<file path="config.mk">
export PLATFORM = sky130hd
export DESIGN_NAME = flt_result_capture
export DESIGN_NICKNAME = d
export VERILOG_FILES = /design/src/rtl/flt_capture_pkg.sv /design/src/rtl/flt_capture_fifo.sv /design/src/rtl/flt_result_capture.sv
export SDC_FILE = /design/constraint.sdc
export NUM_CORES = 1
export LEC_CHECK = 0
export ABC_AREA = 1
export ABC_CLOCK_PERIOD_IN_PS = 9400
export BUFFER_PORTS_ARGS = -buffer_cell sky130_fd_sc_hd__buf_2
export CAP_MARGIN = 10
export CORE_ASPECT_RATIO = 1.1
export CORE_MARGIN = 5
export CORE_UTILIZATION = 35
export CTS_BUF_LIST = sky130_fd_sc_hd__clkbuf_16
export DETAILED_ROUTE_END_ITERATION = 10
export SKIP_LAST_GASP = 1
export SYNTH_ARGS = -nofsm -noshare
export SYNTH_HDL_FRONTEND = slang
export SYNTH_HIERARCHICAL = 1
export SYNTH_SLANG_ARGS = --single-unit
</file>
<file path="constraint.sdc">
create_clock -name i_aclk -period 9.4 [get_ports i_aclk]
set_clock_uncertainty 0.05 [all_clocks]
set_input_delay 0.47 -clock i_aclk [delete_from_list [all_inputs] [get_ports i_aclk]]
set_output_delay 0.47 -clock i_aclk [all_outputs]
set_load 0.005 [all_outputs]
</file>
<file path="src/rtl/flt_capture_pkg.sv">
// Shared types and defaults for the float result capture block.
package flt_capture_pkg;

  typedef enum logic [1:0] {
    StIdle,
    StCapture,
    StDrain,
    StDone
  } state_e;

  localparam int unsigned DefWidth      = 32;
  localparam int unsigned DefDepth      = 16;
  localparam int unsigned DefCaptureLen = 64;

  // One FIFO entry is {operand, result}, serialized a byte at a time.
  function automatic int unsigned bytes_per_entry(input int unsigned width);
    return (2 * width) / 8;
  endfunction

  localparam int unsigned DefBytesPerEntry = (2 * DefWidth) / 8;

endpackage

</file>
<file path="src/rtl/flt_capture_fifo.sv">
// Synchronous show-ahead FIFO: a written entry is visible on rdata_o the next cycle.
module flt_capture_fifo #(
  parameter int unsigned Width = 64,
  parameter int unsigned Depth = 16
) (
  input  logic             clk_i,
  input  logic             rst_i,
  input  logic             wr_i,
  input  logic [Width-1:0] wdata_i,
  input  logic             rd_i,
  output logic [Width-1:0] rdata_o,
  output logic             full_o,
  output logic             empty_o
);

  localparam int unsigned Aw = $clog2(Depth);

  logic [Width-1:0] mem_q [Depth];
  logic [Aw:0]      wptr_q, wptr_d;
  logic [Aw:0]      rptr_q, rptr_d;
  logic             do_wr, do_rd;

  assign empty_o = (wptr_q == rptr_q);
  assign full_o  = (wptr_q[Aw] != rptr_q[Aw]) && (wptr_q[Aw-1:0] == rptr_q[Aw-1:0]);

  // Write+read together is allowed at both boundaries and leaves occupancy unchanged.
  assign do_wr = wr_i && (!full_o || rd_i);
  assign do_rd = rd_i && (!empty_o || wr_i);

  // When empty, a same-cycle read takes the incoming word directly.
  assign rdata_o = empty_o ? wdata_i : mem_q[rptr_q[Aw-1:0]];

  // Pointer next-state.
  always_comb begin
    wptr_d = wptr_q;
    rptr_d = rptr_q;
    if (do_wr) wptr_d = wptr_q + 1'b1;
    if (do_rd) rptr_d = rptr_q + 1'b1;
  end

  // Pointer registers; cleared to empty on reset.
  always_ff @(posedge clk_i or posedge rst_i) begin
    if (rst_i) begin
      wptr_q <= '0;
      rptr_q <= '0;
    end else begin
      wptr_q <= wptr_d;
      rptr_q <= rptr_d;
    end
  end

  // Storage array; contents are don't-care until written.
  always_ff @(posedge clk_i) begin
    if (do_wr) mem_q[wptr_q[Aw-1:0]] <= wdata_i;
  end

endmodule

</file>
<file path="src/rtl/flt_result_capture.sv">
// Captures a run of float results with their operands and streams them out as bytes.
module flt_result_capture
  import flt_capture_pkg::*;
#(
  parameter int unsigned WIDTH       = DefWidth,
  parameter int unsigned DEPTH       = DefDepth,
  parameter int unsigned CAPTURE_LEN = DefCaptureLen
) (
  input  logic             i_aclk,
  input  logic             i_areset,
  input  logic             i_start,
  input  logic [WIDTH-1:0] i_axi4s_result_tdata,
  input  logic [WIDTH-1:0] i_axi4s_a_tdata,
  input  logic             i_axi4s_result_tvalid,
  output logic             o_axi4s_result_tready,
  output logic [7:0]       o_axi4s_byte_tdata,
  output logic             o_axi4s_byte_tvalid,
  input  logic             i_axi4s_byte_tready,
  output logic             o_axi4s_byte_tlast,
  output logic             o_busy,
  output logic [15:0]      o_count
);

  localparam int unsigned EntryW  = 2 * WIDTH;
  localparam int unsigned Bpe     = bytes_per_entry(WIDTH);
  localparam int unsigned IdxW    = $clog2(Bpe);
  localparam logic [IdxW-1:0] LastIdx = IdxW'(Bpe - 1);
  localparam logic [15:0]     CapLen  = 16'(CAPTURE_LEN);

  state_e              state_q, state_d;
  logic [15:0]         count_q, count_d;
  logic [15:0]         ent_q, ent_d;     // number of the entry held in the serializer
  logic [EntryW-1:0]   sh_q, sh_d;
  logic [IdxW-1:0]     idx_q, idx_d;
  logic                bvalid_q, bvalid_d;

  logic                fifo_full, fifo_empty, fifo_rd;
  logic [EntryW-1:0]   fifo_rdata;
  logic                run, accept, byte_hs, last_byte, start_run;

  assign run       = (state_q == StCapture) || (state_q == StDrain);
  assign start_run = (state_q == StIdle) && i_start;
  // Stop accepting once the run length is reached so no extra beat slips in.
  assign o_axi4s_result_tready = (state_q == StCapture) && !fifo_full && (count_q != CapLen);
  assign accept    = i_axi4s_result_tvalid && o_axi4s_result_tready;
  assign byte_hs   = bvalid_q && i_axi4s_byte_tready;
  assign last_byte = (idx_q == LastIdx);
  // Reload on the final byte's handshake so entries stream back to back.
  assign fifo_rd   = run && !fifo_empty && (!bvalid_q || (byte_hs && last_byte));

  assign o_axi4s_byte_tdata  = sh_q[EntryW-1 -: 8];
  assign o_axi4s_byte_tvalid = bvalid_q;
  assign o_axi4s_byte_tlast  = bvalid_q && last_byte && (ent_q == CapLen);
  assign o_busy              = (state_q != StIdle);
  assign o_count             = count_q;

  flt_capture_fifo #(
    .Width (EntryW),
    .Depth (DEPTH)
  ) u_fifo (
    .clk_i   (i_aclk),
    .rst_i   (i_areset),
    .wr_i    (accept),
    .wdata_i ({i_axi4s_a_tdata, i_axi4s_result_tdata}),
    .rd_i    (fifo_rd),
    .rdata_o (fifo_rdata),
    .full_o  (fifo_full),
    .empty_o (fifo_empty)
  );

  // Run sequencing: IDLE -> CAPTURE -> DRAIN -> DONE -> IDLE.
  always_comb begin
    state_d = state_q;
    unique case (state_q)
      StIdle:    if (i_start) state_d = StCapture;
      StCapture: if (count_q == CapLen) state_d = StDrain;
      StDrain:   if (byte_hs && o_axi4s_byte_tlast) state_d = StDone;
      StDone:    state_d = StIdle;
      default:   state_d = StIdle;
    endcase
  end

  // Accepted-beat and loaded-entry counters, both saturating and cleared at run start.
  always_comb begin
    count_d = count_q;
    ent_d   = ent_q;
    if (start_run) begin
      count_d = '0;
      ent_d   = '0;
    end else begin
      if (accept && (count_q != 16'hFFFF)) count_d = count_q + 16'd1;
      if (fifo_rd && (ent_q != 16'hFFFF))  ent_d   = ent_q + 16'd1;
    end
  end

  // Serializer: shift out MSB byte first, load a fresh entry when free.
  always_comb begin
    sh_d     = sh_q;
    idx_d    = idx_q;
    bvalid_d = bvalid_q;
    if (byte_hs) begin
      sh_d  = sh_q << 8;
      idx_d = last_byte ? '0 : idx_q + 1'b1;
      if (last_byte) bvalid_d = 1'b0;
    end
    if (fifo_rd) begin
      sh_d     = fifo_rdata;
      idx_d    = '0;
      bvalid_d = 1'b1;
    end
  end

  // State registers; reset discards any partial byte sequence.
  always_ff @(posedge i_aclk or posedge i_areset) begin
    if (i_areset) begin
      state_q  <= StIdle;
      count_q  <= '0;
      ent_q    <= '0;
      sh_q     <= '0;
      idx_q    <= '0;
      bvalid_q <= 1'b0;
    end else begin
      state_q  <= state_d;
      count_q  <= count_d;
      ent_q    <= ent_d;
      sh_q     <= sh_d;
      idx_q    <= idx_d;
      bvalid_q <= bvalid_d;
    end
  end

endmodule
</file>
==> results of run 1 <==
-- path summary, 6_finish.rpt --
path | to | cells past startpoint
worst max-delay path | u_fifo/mem_q[11][5] | 15
worst min-delay path | u_fifo/mem_q[6][24] | 1
worst max register to register | u_fifo/mem_q[11][5] | 15
worst min register to register | state_q[0] | 2
max in group asynchronous | sh_q[49] | 4
min in group asynchronous | sh_q[13] | 3
-- worst max-delay path, cell delays in order, from the launching register on --
cell                      delay [ns]
sky130_fd_sc_hd__dfrtp_4        0.75
sky130_fd_sc_hd__inv_8          0.63
sky130_fd_sc_hd__nand2_1        0.13
sky130_fd_sc_hd__nand2_1        0.10
sky130_fd_sc_hd__nor2_1         0.07
sky130_fd_sc_hd__nand2_1        0.13
sky130_fd_sc_hd__nor2_4         0.14
sky130_fd_sc_hd__nor2_1         0.22
sky130_fd_sc_hd__nand2_4        0.30
sky130_fd_sc_hd__inv_2          0.46
sky130_fd_sc_hd__inv_1          0.12
sky130_fd_sc_hd__nand4_1        0.23
sky130_fd_sc_hd__nand2_1        0.50
sky130_fd_sc_hd__buf_4          0.43
sky130_fd_sc_hd__nor2_4         0.94
sky130_fd_sc_hd__buf_4          0.68
-- logic make-up (layout without fill, tap and decap cells) --
family | count (synthesis) | after routing | share of synthesized area
adder cells (fa/ha/maj) | 15 | 15 | 0.00372
AO/OA/AOI/OAI | 135 | 135 | 0.0142
AND/OR/NAND/NOR | 2732 | 2732 | 0.227
other | 0 | 2 | 0
buffers and inverters | 1074 | 1173 | 0.0856
flip-flops | 1136 | 1136 | 0.666
XOR/XNOR | 24 | 24 | 0.00417
-- stage by stage --
stage          worst slack, ns  hold slack (ns)  cell area (um^2)  instances  power, uW
2_1_floorplan             4.01            0.260             50400       5116       9190
3_3_place_gp              2.81            0.440             52600       6918      10700
3_5_place_dp              3.00            0.450             52600       6920      10700
4_1_cts                   2.96          0.00964             56400       7139      15200
5_1_grt                   2.61           0.0499             56400       7139      16000
6_report                  3.02           0.0787             56400       7141      15100
-- cell type report --
class | count | share of cell area
Clock buffer | 116 | 0.0514
Multi-Input combinational cell | 2906 | 0.225
Clock inverter | 101 | 0.0154
Timing Repair Buffer | 147 | 0.0167
Inverter | 809 | 0.0542
Tap cell | 1924 | 0.0427
Sequential cell | 1136 | 0.595
Antenna cell | 2 | 0.0000887
-- synth_stat cells (all sizes together) --
cell    number
and2         1
o21ai      112
inv        808
nand3      800
clkbuf      78
xor2        19
nor2        96
a31oi       17
clkinv       1
nand3b       2
or2          1
buf        187
nand2     1805
nor3         3
a21boi       1
edfxtp    1024
nor4         1
o21bai       4
a21oi        1
ha          15
dfrtp      112
xnor2        5
nand4       23
-- registers in the layout, summed over array words and instances, names as in the netlist --
signal	flops
u_fifo/mem_q	1024
sh_q	64
ent_q	16
o_count	16
u_fifo/rptr_q	5
u_fifo/wptr_q	5
idx_q	3
state_q	2
o_axi4s_byte_tvalid	1
-- power groups by stage --
stage,clock [uW],combinational (uW),sequential [uW]
5_1_grt,4840,5090,6070
3_5_place_dp,0,4540,6150
2_1_floorplan,0,3180,6010
3_3_place_gp,0,4520,6150
6_report,4520,4580,6050
4_1_cts,4610,4560,6050
-- repair_timing --
action	in CTS	in global routing
hold buffers	2	0
endpoints found under the hold margin	43	0
resized for setup	0	0
-- metal layers --
metal | global-route usage | wire (um)
met1 | 0.246 | 59200
met2 | 0.281 | 63400
met4 | 0.0548 | 3860
met3 | 0.0252 | 8460
met5 | 0 | 21
==> flow_results.xml, run 1 <==
<?xml version="1.0" encoding="UTF-8"?>
<metrics>
  <group name="grt">
    <metric name="grt_antenna_before_repair" unit="">19</metric>
    <metric name="grt_util_all_layers" unit="">0.175</metric>
    <metric name="grt_max_degree" unit="">170</metric>
    <metric name="first_global_vias" unit="">33000</metric>
    <metric name="grt-ovfl-total" unit="">0</metric>
    <metric name="grt_pass1_wl" unit="um">204000</metric>
  </group>
  <group name="die">
    <metric name="initial_util" unit="">0.351</metric>
    <metric name="num_io_pins" unit="">97</metric>
    <metric name="dieHeight" unit="um">408</metric>
    <metric name="die_area" unit="mm^2">0.152</metric>
    <metric name="core" unit="mm^2">0.144</metric>
    <metric name="rows" unit="">146</metric>
    <metric name="die-width" unit="um">372</metric>
  </group>
  <group name="route">
    <metric name="drt_iter0_markers" unit="">3055</metric>
    <metric name="detail_route.vias_per_cell" unit="">4.85</metric>
    <metric name="drc" unit="">0</metric>
    <metric name="wirelength" unit="um">135000</metric>
    <metric name="drt_pre_antenna_iters" unit="">6</metric>
    <metric name="routed-via-count" unit="">34600</metric>
    <metric name="final_antenna_net_count" unit="">0</metric>
    <metric name="wl_per_cell" unit="um">18.9</metric>
  </group>
  <group name="final_layout">
    <metric name="syn_to_final_growth" unit="%">11.9</metric>
    <metric name="n_fill_cell" unit="">13900</metric>
    <metric name="finalCoreUtilization" unit="">0.393</metric>
    <metric name="layout_common_cells" unit="">sky130_fd_sc_hd__nand2_1 (1797), sky130_fd_sc_hd__edfxtp_1 (1024), sky130_fd_sc_hd__inv_1 (818)</metric>
    <metric name="nNetsFinal" unit="">5198</metric>
    <metric name="final_common_cell" unit="">sky130_fd_sc_hd__nand2_1</metric>
    <metric name="regArea" unit="mm^2">0.0336</metric>
    <metric name="multi_input_comb_area" unit="mm^2">0.0127</metric>
    <metric name="final_layout_size_suffix_gt1_frac" unit="">0.0696</metric>
  </group>
  <group name="power_and_ir_drop">
    <metric name="power_leakage" unit="uW">0.0240</metric>
    <metric name="vdd_ir_drop_max" unit="mV">0.284</metric>
    <metric name="p_switching" unit="uW">5610</metric>
    <metric name="clock_power_share" unit="">0.298</metric>
    <metric name="switching_fraction" unit="">0.370</metric>
    <metric name="power_frac_seq" unit="">0.399</metric>
    <metric name="pwr_density_cell" unit="mW/mm^2">268</metric>
    <metric name="p_comb_frac" unit="">0.302</metric>
    <metric name="cell_internal_pwr" unit="uW">9530</metric>
  </group>
  <group name="clock_network">
    <metric name="clock_sinks" unit="">1136</metric>
    <metric name="worst_skew_pair.late_latency" unit="ns">0.77</metric>
    <metric name="clock-root-buffer" unit="">sky130_fd_sc_hd__clkbuf_16</metric>
    <metric name="htreeDepth" unit="">3</metric>
    <metric name="tritoncts.num_buffers" unit="">114</metric>
    <metric name="cts_setup_buffers" unit="">0</metric>
    <metric name="cts_tree" unit="">yes</metric>
    <metric name="cts_buffer_depth" unit="">3</metric>
    <metric name="cts.clk_slew.worst_paths" unit="ns">0.06</metric>
  </group>
  <group name="place">
    <metric name="gp_routability_congestion" unit="">0.845</metric>
    <metric name="io_buffer_count" unit="">96</metric>
    <metric name="sum_of_net_half_perimeters_after_detailed_placement" unit="um">76300</metric>
  </group>
  <group name="setup_path">
    <metric name="crit_path_end_kind" unit="">flop</metric>
    <metric name="path_max_fanout" unit="">128</metric>
    <metric name="critical_path_arrival" unit="ns">6.70</metric>
    <metric name="cp-startpoint" unit="">u_fifo/rptr_q[0]</metric>
    <metric name="required" unit="ns">9.72</metric>
    <metric name="criticalPathCategory" unit="">flop to flop</metric>
    <metric name="setup.worst_path.start_class" unit="">flop</metric>
    <metric name="setup.reg_to_reg.worst_slack" unit="ns">3.02</metric>
    <metric name="crit-reg2reg-launch" unit="">u_fifo/rptr_q[0]</metric>
  </group>
  <group name="synthesis">
    <metric name="synth_largest_area_cell" unit="">sky130_fd_sc_hd__edfxtp_1</metric>
    <metric name="synth_area_per_cell" unit="um^2">9.85</metric>
    <metric name="seq_area_frac_synth" unit="">0.666</metric>
    <metric name="top_post_synthesis_cells_by_area" unit="">sky130_fd_sc_hd__edfxtp_1 (61%), sky130_fd_sc_hd__nand2_1 (13%), sky130_fd_sc_hd__nand3_1 (7.9%), sky130_fd_sc_hd__inv_1 (6.0%), sky130_fd_sc_hd__dfrtp_1 (5.6%)</metric>
    <metric name="seq_cells_post_synth" unit="">1136</metric>
    <metric name="synthesis.area" unit="mm^2">0.0504</metric>
    <metric name="syn-instance-count" unit="">5116</metric>
    <metric name="yosysTopAreaCellShare" unit="">0.610</metric>
    <metric name="post_synth_num_cell_types" unit="">36</metric>
    <metric name="yosys_warnings" unit="">6</metric>
    <metric name="mappedNetlistNets" unit="">5200</metric>
  </group>
  <group name="sta">
    <metric name="final_period_minus_worst_setup_slack" unit="ns">6.38</metric>
    <metric name="part_of_the_cycle_the_worst_path_needs" unit="">0.679</metric>
    <metric name="setup_viol" unit="">0</metric>
    <metric name="slew-limit-headroom" unit="">0.177</metric>
    <metric name="drv_slew" unit="">0</metric>
    <metric name="timing_hold_violations_final" unit="">0</metric>
    <metric name="maximum_clock_frequency" unit="MHz">157</metric>
    <metric name="setup_repair_after_global_routing_missed_its_margin" unit="">false</metric>
    <metric name="finalSetupTns" unit="ns">0</metric>
    <metric name="max_slew.worst_pin.slew" unit="ns">1.23</metric>
  </group>
  <group name="job">
    <metric name="max_cap_viol_count" unit="">0</metric>
  </group>
  <group name="outcome">
    <metric name="run_status" unit="">complete, no violations</metric>
  </group>
  <group name="worst_hold_path">
    <metric name="hold_start" unit="">i_axi4s_result_tdata[24]</metric>
    <metric name="worst_hold_path_type" unit="">input pin to flop</metric>
  </group>
</metrics>
Power figures use the tool's default switching activity.
==> run 2, diff against run 1 <==
--- a/config.mk
+++ b/config.mk
@@ -6,7 +6,7 @@
 export NUM_CORES = 1
 export LEC_CHECK = 0
 export ABC_AREA = 1
-export ABC_CLOCK_PERIOD_IN_PS = 9400
+export ABC_CLOCK_PERIOD_IN_PS = 5200
 export BUFFER_PORTS_ARGS = -buffer_cell sky130_fd_sc_hd__buf_2
 export CAP_MARGIN = 10
 export CORE_ASPECT_RATIO = 1.1
==> constraint.sdc (replaced) <==
create_clock -name i_aclk -period 5.2 [get_ports i_aclk]
set_clock_uncertainty 0.05 [all_clocks]
set_input_delay 0.26 -clock i_aclk [delete_from_list [all_inputs] [get_ports i_aclk]]
set_output_delay 0.26 -clock i_aclk [all_outputs]
set_load 0.005 [all_outputs]
==> run 2 against run 1 <==
Net effect: power is 83% higher; sequential cell count stayed put; design area is 1.9% higher; clock power is 91% higher; global-route usage hardly changed; hold slack better by 0.026 ns; critical endpoint is now u_fifo/mem_q[2][36]; largest cell class unchanged; highest routed layer is now met4.
==> flow_results.xml, run 2 (synthesized netlist as in run 1, its figures left out) <==
<?xml version="1.0" encoding="UTF-8"?>
<metrics>
  <group name="setup_path">
    <metric name="critical_path_arrival" unit="ns">4.31</metric>
    <metric name="cp-startpoint" unit="">u_fifo/rptr_q[1]</metric>
    <metric name="crit_path_end_kind" unit="">flop</metric>
    <metric name="criticalPathCategory" unit="">flop to flop</metric>
    <metric name="setup.worst_path.start_class" unit="">flop</metric>
    <metric name="path_max_fanout" unit="">53</metric>
    <metric name="crit-reg2reg-launch" unit="">u_fifo/rptr_q[1]</metric>
    <metric name="ff2ff_path_depth" unit="">13</metric>
    <metric name="required" unit="ns">5.47</metric>
  </group>
  <group name="sta">
    <metric name="final_period_minus_worst_setup_slack" unit="ns">4.04</metric>
    <metric name="timing_hold_violations_final" unit="">0</metric>
    <metric name="setup_repair_after_global_routing_missed_its_margin" unit="">false</metric>
    <metric name="setup_viol" unit="">0</metric>
    <metric name="maximum_clock_frequency" unit="MHz">248</metric>
    <metric name="drv_slew" unit="">0</metric>
    <metric name="max_slew.worst_pin.slew" unit="ns">1.15</metric>
    <metric name="slew-limit-headroom" unit="">0.237</metric>
    <metric name="hold_ws" unit="ns">0.104</metric>
    <metric name="part_of_the_cycle_the_worst_path_needs" unit="">0.776</metric>
  </group>
  <group name="clock_network">
    <metric name="cts_resized" unit="">0</metric>
    <metric name="clock_sinks" unit="">1136</metric>
    <metric name="cts_tree" unit="">yes</metric>
    <metric name="clock-root-buffer" unit="">sky130_fd_sc_hd__clkbuf_16</metric>
    <metric name="cts_setup_buffers" unit="">0</metric>
    <metric name="cts.clk_slew.worst_paths" unit="ns">0.06</metric>
    <metric name="cts_buffer_depth" unit="">3</metric>
    <metric name="tritoncts.num_buffers" unit="">117</metric>
    <metric name="worst_skew_pair.late_latency" unit="ns">0.74</metric>
    <metric name="htreeDepth" unit="">3</metric>
  </group>
  <group name="power_and_ir_drop">
    <metric name="total_power" unit="uW">27700</metric>
    <metric name="pwr_density_cell" unit="mW/mm^2">482</metric>
    <metric name="power_leakage" unit="uW">0.0245</metric>
    <metric name="vdd_ir_drop_max" unit="mV">0.484</metric>
  </group>
  <group name="final_layout">
    <metric name="largest_register_ffs" unit="">1024</metric>
    <metric name="layout_common_cells" unit="">sky130_fd_sc_hd__nand2_1 (1797), sky130_fd_sc_hd__edfxtp_1 (1024), sky130_fd_sc_hd__inv_1 (808)</metric>
    <metric name="finalCoreUtilization" unit="">0.401</metric>
    <metric name="n_fill_cell" unit="">13900</metric>
    <metric name="nNetsFinal" unit="">5282</metric>
    <metric name="instances_no_fill" unit="">7227</metric>
    <metric name="regArea" unit="mm^2">0.0336</metric>
    <metric name="syn_to_final_growth" unit="%">14.1</metric>
    <metric name="multi_input_comb_area" unit="mm^2">0.0127</metric>
    <metric name="final_common_cell" unit="">sky130_fd_sc_hd__nand2_1</metric>
    <metric name="final_layout_size_suffix_gt1_frac" unit="">0.0739</metric>
  </group>
  <group name="grt">
    <metric name="grt-ovfl-total" unit="">0</metric>
    <metric name="grt_max_degree" unit="">196</metric>
    <metric name="first_global_vias" unit="">33300</metric>
    <metric name="grt_antenna_before_repair" unit="">2</metric>
    <metric name="grt_util_all_layers" unit="">0.175</metric>
    <metric name="grt_pass1_wl" unit="um">205000</metric>
  </group>
  <group name="worst_hold_path">
    <metric name="worst_hold_path_type" unit="">input pin to async pin</metric>
  </group>
  <group name="place">
    <metric name="sum_of_net_half_perimeters_after_detailed_placement" unit="um">73300</metric>
    <metric name="gp_routability_congestion" unit="">0.796</metric>
    <metric name="numPlacedInstances" unit="">6935</metric>
    <metric name="io_buffer_count" unit="">96</metric>
  </group>
  <group name="route">
    <metric name="detail_route.vias_per_cell" unit="">4.80</metric>
    <metric name="drt_pre_antenna_iters" unit="">5</metric>
    <metric name="routed-via-count" unit="">34700</metric>
    <metric name="final_antenna_net_count" unit="">0</metric>
    <metric name="drc" unit="">0</metric>
    <metric name="wl_per_cell" unit="um">18.7</metric>
    <metric name="wirelength" unit="um">135000</metric>
    <metric name="drt_iter0_markers" unit="">3251</metric>
  </group>
  <group name="die">
    <metric name="rows" unit="">146</metric>
    <metric name="dieHeight" unit="um">408</metric>
    <metric name="num_io_pins" unit="">97</metric>
    <metric name="core" unit="mm^2">0.144</metric>
    <metric name="die_area" unit="mm^2">0.152</metric>
    <metric name="initial_util" unit="">0.351</metric>
    <metric name="die-width" unit="um">372</metric>
  </group>
  <group name="job">
    <metric name="max_cap_viol_count" unit="">0</metric>
  </group>
  <group name="outcome">
    <metric name="run_status" unit="">complete, no violations</metric>
  </group>
</metrics>
run 2: where the power goes:
part           switching [uW]  internal (uW)
logic                    5990           2240
registers                 348          10500
clock network            3650           4990
run 2: final timing paths:
| kind | to | slack (ns) |
|---|---|---|
| worst max-delay path | u_fifo/mem_q[2][36] | 1.16 |
| worst min-delay path | u_fifo/rptr_q[0] | 0.10 |
| worst max register to register | u_fifo/mem_q[2][36] | 1.16 |
| worst min register to register | sh_q[21] | 0.47 |
| max in group asynchronous | sh_q[25] | 3.60 |
| min in group i_aclk | u_fifo/mem_q[14][40] | 0.42 |
run 2: worst max-delay path: stages (launching register included):
cell                      delay, ns
sky130_fd_sc_hd__dfrtp_4       0.61
sky130_fd_sc_hd__inv_8         0.33
sky130_fd_sc_hd__nand2_1       0.10
sky130_fd_sc_hd__nand2_1       0.09
sky130_fd_sc_hd__nor2_1        0.06
sky130_fd_sc_hd__nand2_1       0.13
sky130_fd_sc_hd__nor2_1        0.08
sky130_fd_sc_hd__nor2_1        0.24
sky130_fd_sc_hd__nand3_1       0.20
sky130_fd_sc_hd__inv_1         0.23
sky130_fd_sc_hd__nand2_1       0.24
sky130_fd_sc_hd__buf_4         0.33
sky130_fd_sc_hd__nor2_4        0.13
sky130_fd_sc_hd__buf_4         0.74
run 2: layout make-up:
class                   count  area share
repair buffers            228      0.0316
well taps                1924      0.0418
diodes                      1   0.0000435
clock inverters           103      0.0172
multi-input cells        2906       0.221
clock buffers             120      0.0522
inverters                 809      0.0532
flip-flops and latches   1136       0.583
run 2: metrics by stage:
step                worst slack [ns]  setup TNS, ns  cell area (um^2)
floorplan                     -0.191        -195.08             50400
global placement                1.26              0             52900
detailed placement              1.24              0             52900
CTS                             1.17              0             57500
global route                   0.968              0             57500
finish                          1.16              0             57500
run 2: layer usage:
| metal | GRT usage | vias up | wire (um) | share of wire |
|---|---|---|---|---|
| met4 | 0.0540 | 0 | 3540 | 0.026 |
| met3 | 0.0226 | 194 | 8060 | 0.060 |
| li1 | - | 16700 | - | - |
| met2 | 0.294 | 1055 | 65300 | 0.48 |
| met1 | 0.237 | 16800 | 58000 | 0.43 |
| met5 | 0 | - | 0 | 0 |
run 2: what timing repair did:
item                                   in CTS  in global routing
hold buffers                               68                  0
setup endpoints to repair                   0                  0
endpoints found under the hold margin    1136                  0
